[src/rtl/pcileech_sysctl.sv]
// Board system control: reset stretcher, tick counter, button
// debounce with press/release/long-press events and LED blink overlay.
module pcileech_sysctl #(
    parameter int NUM_BTN            = 2,
    parameter int NUM_LED            = 2,
    parameter int RST_BTN            = 1,
    parameter int BLINK_BTN          = 0,
    parameter int DEBOUNCE_CYCLES    = 1000000,
    parameter int LONGPRESS_CYCLES   = 500000000,
    parameter int RST_STRETCH_CYCLES = 64,
    parameter int BLINK_BIT          = 24,
    parameter int BLINK_WINDOW_BIT   = 27,
    parameter logic [NUM_LED-1:0] LED_BLINK_MASK = NUM_LED'(2'b10)
) (
    input  logic               clk,
    input  logic               rst_n,
    input  logic [NUM_BTN-1:0] btn_n,
    input  logic [NUM_LED-1:0] led_in,
    output logic [NUM_LED-1:0] led_out,
    output logic [63:0]        tickcount64,
    output logic               rst_out,
    output logic [NUM_BTN-1:0] btn_level,
    output logic [NUM_BTN-1:0] btn_press,
    output logic [NUM_BTN-1:0] btn_release,
    output logic [NUM_BTN-1:0] btn_long,
    output logic [NUM_BTN-1:0] btn_long_lvl
);

    localparam int DW = $clog2(DEBOUNCE_CYCLES + 1);
    localparam int HW = $clog2(LONGPRESS_CYCLES + 1);
    localparam logic [DW-1:0] DB_MAX = DW'(DEBOUNCE_CYCLES - 1);
    localparam logic [HW-1:0] LP_MAX = HW'(LONGPRESS_CYCLES - 1);

    localparam logic [1:0] S_IDLE = 2'd0;
    localparam logic [1:0] S_HELD = 2'd1;
    localparam logic [1:0] S_LONG = 2'd2;

    logic [NUM_BTN-1:0] sync1_q, sync2_q;
    logic [63:0]        tick_q;
    logic               blink, ovl;

    always_ff @(posedge clk or negedge rst_n) begin
        if (!rst_n) begin
            sync1_q <= '1;
            sync2_q <= '1;
        end else begin
            sync1_q <= btn_n;
            sync2_q <= sync1_q;
        end
    end

    for (genvar g = 0; g < NUM_BTN; g++) begin : g_btn
        logic [DW-1:0] db_q, db_d;
        logic [HW-1:0] hc_q, hc_d;
        logic [1:0]    st_q, st_d;
        logic          lvl_q, lvl_d, dly_q;
        logic          press_q, rel_q, long_q, long_d;
        logic          s, rise, fall;

        assign s = ~sync2_q[g];

        always_comb begin
            db_d  = '0;
            lvl_d = lvl_q;
            if (s != lvl_q) begin
                if (db_q == DB_MAX) lvl_d = s;
                else db_d = db_q + DW'(1);
            end
        end

        assign rise = lvl_d & ~lvl_q;
        assign fall = ~lvl_d & lvl_q;

        // Release takes priority over reaching the long-press threshold
        always_comb begin
            st_d   = st_q;
            hc_d   = hc_q;
            long_d = 1'b0;
            if (fall) begin
                st_d = S_IDLE;
                hc_d = '0;
            end else if (rise) begin
                st_d = S_HELD;
                hc_d = '0;
            end else if (st_q == S_HELD) begin
                if (hc_q == LP_MAX) begin
                    st_d   = S_LONG;
                    long_d = 1'b1;
                end else begin
                    hc_d = hc_q + HW'(1);
                end
            end
        end

        always_ff @(posedge clk or negedge rst_n) begin
            if (!rst_n) begin
                db_q    <= '0;
                hc_q    <= '0;
                st_q    <= S_IDLE;
                lvl_q   <= 1'b0;
                dly_q   <= 1'b0;
                press_q <= 1'b0;
                rel_q   <= 1'b0;
                long_q  <= 1'b0;
            end else begin
                db_q    <= db_d;
                hc_q    <= hc_d;
                st_q    <= st_d;
                lvl_q   <= lvl_d;
                dly_q   <= lvl_q;
                press_q <= lvl_q & ~dly_q;
                rel_q   <= ~lvl_q & dly_q;
                long_q  <= long_d;
            end
        end

        assign btn_level[g]    = lvl_q;
        assign btn_press[g]    = press_q;
        assign btn_release[g]  = rel_q;
        assign btn_long[g]     = long_q;
        assign btn_long_lvl[g] = (st_q == S_LONG);
    end

    always_ff @(posedge clk or negedge rst_n) begin
        if (!rst_n) tick_q <= '0;
        else if (btn_level[RST_BTN]) tick_q <= '0;
        else tick_q <= tick_q + 64'd1;
    end

    assign tickcount64 = tick_q;
    assign rst_out = btn_level[RST_BTN] |
                     (tick_q < 64'(RST_STRETCH_CYCLES));

    assign blink = tick_q[BLINK_BIT] & ~|tick_q[63:BLINK_WINDOW_BIT];
    assign ovl   = blink ^ btn_level[BLINK_BTN];
    assign led_out = led_in ^ (LED_BLINK_MASK & {NUM_LED{ovl}});

endmodule
[config.mk]
export PLATFORM = sky130hd
export DESIGN_NAME = pcileech_sysctl
export DESIGN_NICKNAME = d
export VERILOG_FILES = /design/src/rtl/pcileech_sysctl.sv
export SDC_FILE = /design/constraint.sdc
export NUM_CORES = 1
export LEC_CHECK = 0
export BUFFER_PORTS_ARGS = -buffer_cell sky130_fd_sc_hd__buf_2
export CORE_UTILIZATION = 47
export DETAILED_ROUTE_END_ITERATION = 8
export PLACE_DENSITY = 0.7
export SYNTH_ARGS = -nofsm -noshare
export SYNTH_HDL_FRONTEND = slang
export SYNTH_SLANG_ARGS = --single-unit
[constraint.sdc]
create_clock -name clk -period 5.35 [get_ports clk]
set_input_delay 0.535 -clock clk [delete_from_list [all_inputs] [get_ports clk]]
set_output_delay 0.535 -clock clk [all_outputs]
set_load 0.005 [all_outputs]
==> results.md <==
- Die Width: 146 µm
- CP required: 5620 ps
- Ports: 83
- WL final: about 23000 µm
- Dpl hpwl: about 15000 µm
- EDFF count, synth: 0
- # DRC: 0
- Clk Latency, worst-skew pair: about 430 ps
- Share of the synthesized area in the top cell type: 0.453
- Sequential power share: 0.515
- IO Port Bufs: 80
- Max-slew violation count: 0
- Clk slew on worst S/H paths: around 70 ps
- Hold Fails Final Rpt: 0
- Die extent in y: 146 µm
- Hold Path Class: in2async
- Slowest cell on crit path: nand2b_1
- Syn_nets: 1077
- Post-Syn Area: 9720 µm²
- Yosys reg bits: 180
- WS Path Type: reg2reg
- Max VDD drop: 0.000213 V
- Sum Neg Setup Slack: 0 ps
- Row cnt: 52
- Vias in the first global route: 7711
- Psw: 0.571 mW
- Post-synthesis mux area share: 0.00322
- Cells after Synth: ~1100
- Area of the multi-input gates: 4830 µm²
- Drt wl/cell: 16.2 µm
- Clock period minus worst slack: 3610 ps
- Total power: 2.66 mW
- Layout cells sized above 1: 0.128
- Yosys top cell by area: dfrtp_1
- Maxcap violations: 0
- Cts hold-fix bufs: 0
- Post-synthesis simple-gate area fraction: 0.273
- Layout area overhead: 11.3%
- Most common cell on crit path: ha_1
- Iter 0 DRT Violations: 529
- Sequential share of the synthesized area: 0.464
- Post-layout util: 0.535
- All-Layer GR Usage: 0.221
- Setup WS pre-CTS: 1730 ps
- Initial antenna violation count: 0
- Register area: 4510 µm²
- Largest family of logic cells by synthesized area: simple AND/OR/NAND/NOR gates
- Fin Clk Skew: about 15 ps
- CTS H-Tree Depth: 4
- CP cell instances: ha_1 > inv_1 > or2_2 > nor3_1 > nand2_1 > o21a_1 > ha_1 > nand3_1 > o41ai_4 > nand2b_1 > o21ai_0
- Clock root buffer: clkbuf_16
- Status: finished, final reports clean
- Clock power share: 0.468
- Postcts setup bufs: 0
- Layout fillers: ~1800
- Dpl cells: 1359
- RSZ-0062 raised after global routing: false
- Async S/R FF share, synth: 1.00
- Die ar.: about 21000 µm²
- Post-route ant nets: 0
- Longest Clk Path Bufs: 2
- Synth Area in Adders: 0.0116
- Initial Utilization: 0.481
- Lkg Pwr: around 4.6 nW
- Pwr per Cell Area: 246 nW/µm²
- Comb power frac: 0.016
- Fin nets: approximately 1100
- GRT overflow: 0
- Fin cells: 1391
- Critical Path AT: 3880 ps
- Clk sinks: 180
- CP max FO: 26
- Gp weighted congestion: 0.827
- Xor and xnor fraction of the mapped netlist area: 0.0549
- Setup crit start kind: register
- Synth top area cells: dfrtp_1, nor2_1, o31ai_1
- Synth cell types: 64
- Via count: ~8300
- Synth top cells by count: dfrtp_1, nor2_1, nand2_1
- Setup Viol. Count Final: 0
- Largest net degree at the start of global routing: 77
- Resize count post-CTS: 0
- CTS tree: built
- Core Area: 20200 µm²
- Fmax: 277 MHz
- Antenna cells: 0
- Net switching share of the total power: 0.215
- Fin worst setup slack: ~1700 ps
- Worst Max-Slew Pin Slew: 1180 ps
- Slew margin rel.: 0.206
- Syn_area_per_cell: 9.16 µm²
- Vias/cell: around 6.0
- Type of destination of the critical path: register
- Most frequent cell after synthesis: dfrtp_1
- CTS Buf Count: 17
- Synth Area in Compound Gates: 0.154
- Worst stage delay on the critical path: 850 ps
- Warnings, synthesis: 0
- Int Pwr: between 2 and 2.5 mW
- Top FF cell, synth: dfrtp_1
- Final period utilization: 0.675
- First-pass GRT wire length: 38700 µm
- DRT Pass-1 Iters: 5
[critical path: cells and delay by family (launching register included)]
family	cells	cell delay, ps
simple gates	5	1760
fa+ha+maj	2	620
compound gates	3	580
buf+inv	1	80
flops	1	390
[power groups by stage]
| stage | combinational [mW] | clock, mW | sequential, mW |
|---|---|---|---|
| 2_1_floorplan | 0.0130 | 0 | 1.40 |
| 3_3_place_gp | 0.0459 | 0 | 1.40 |
| 3_5_place_dp | 0.0459 | 0 | 1.40 |
| 4_1_cts | 0.0461 | 1.27 | 1.37 |
| 5_1_grt | 0.0522 | 1.32 | 1.37 |
| 6_report | 0.0435 | 1.25 | 1.37 |
[logic make-up after synthesis]
kind of cell    count (synthesis)
fa+ha+maj                       9
buf+inv                        85
flops                         180
compound gates                233
simple gates                  491
mux                             3
xor+xnor                       61
[cells in the final DEF (no fill, tap or decap), types with 3 or more instances in the layout]
cell type	netlist	layout
a21oi_1	56	56
a31o_2	3	3
a31oi_1	27	27
a32oi_1	4	4
a41oi_1	5	5
and2_1	11	11
and3_1	24	24
and4_1	11	11
buf_2	14	79
buf_4	12	8
clkbuf_16	0	17
clkbuf_8	0	3
clkinv_2	0	4
dfrtp_1	176	175
dfstp_2	4	4
ha_1	9	9
inv_1	24	24
inv_6	0	3
nand2_1	86	86
nand2b_1	7	7
nand3_1	72	72
nand4_1	45	45
nand4b_1	3	3
nor2_1	106	106
nor2b_1	5	5
nor3_1	16	16
nor4_1	29	29
nor4_2	3	3
nor4b_1	4	4
o21a_1	4	4
o21ai_0	53	53
o31ai_1	53	53
o41ai_1	10	10
or2_2	6	6
or3_1	20	20
or4_1	26	26
xnor2_1	17	17
xor2_1	44	44
[path summary, 6_finish.rpt]
| kind | from | to | slack (ps) | depth (start not counted) |
|---|---|---|---|---|
| min reg2reg | sync1_q[0]$_DFF_PN1_ | sync2_q[0]$_DFF_PN1_ | 360 | 0 |
| min in group clk | btn_n[0] | sync1_q[0]$_DFF_PN1_ | 200 | 1 |
| max reg2reg | g_btn[1].db_q[0]$_DFF_PN0_ | g_btn[1].hc_q[2]$_DFFE_PN0P_ | 1740 | 11 |
| max | g_btn[1].db_q[0]$_DFF_PN0_ | g_btn[1].hc_q[2]$_DFFE_PN0P_ | 1740 | 11 |
| max in group asynchronous | rst_n | g_btn[1].lvl_q$_DFF_PN0_ | 4000 | 2 |
| min | rst_n | tickcount64[18]$_DFF_PN0_ | 130 | 1 |
[metrics by stage]
step                area [µm²]  hold slack (ps)
floorplan                 9720              239
global placement         10200              347
detailed placement       10200              348
CTS                      10800              141
global route             10800              162
finish                   10800              131
[layer usage]
metal / vias up / share of wire / track usage
li1: 4037 / - / -
met4: 0 / 0.0077 / 0.0505
met5: - / 0 / 0
met2: 187 / 0.47 / 0.340
met1: 4084 / 0.48 / 0.323
met3: 14 / 0.043 / 0.0395
[state kept, by name (all words and copies together) (netlist names)]
name	count
g_btn.db_q	40
g_btn.rel_q	2
g_btn.st_q	4
tickcount64	64
g_btn.hc_q	58
g_btn.press_q	2
g_btn.dly_q	2
g_btn.long_q	2
sync1_q	2
g_btn.lvl_q	2
sync2_q	2
[cell type report]
| type | instances | area share |
|---|---|---|
| Tap cell | 270 | 0.0312 |
| Clock inverter | 11 | 0.0113 |
| Sequential cell | 180 | 0.417 |
| Multi-Input combinational cell | 797 | 0.447 |
| Clock buffer | 21 | 0.0425 |
| Inverter | 24 | 0.00832 |
| Timing Repair Buffer | 88 | 0.0433 |
No activity file was read; power rests on OpenSTA's default activity.
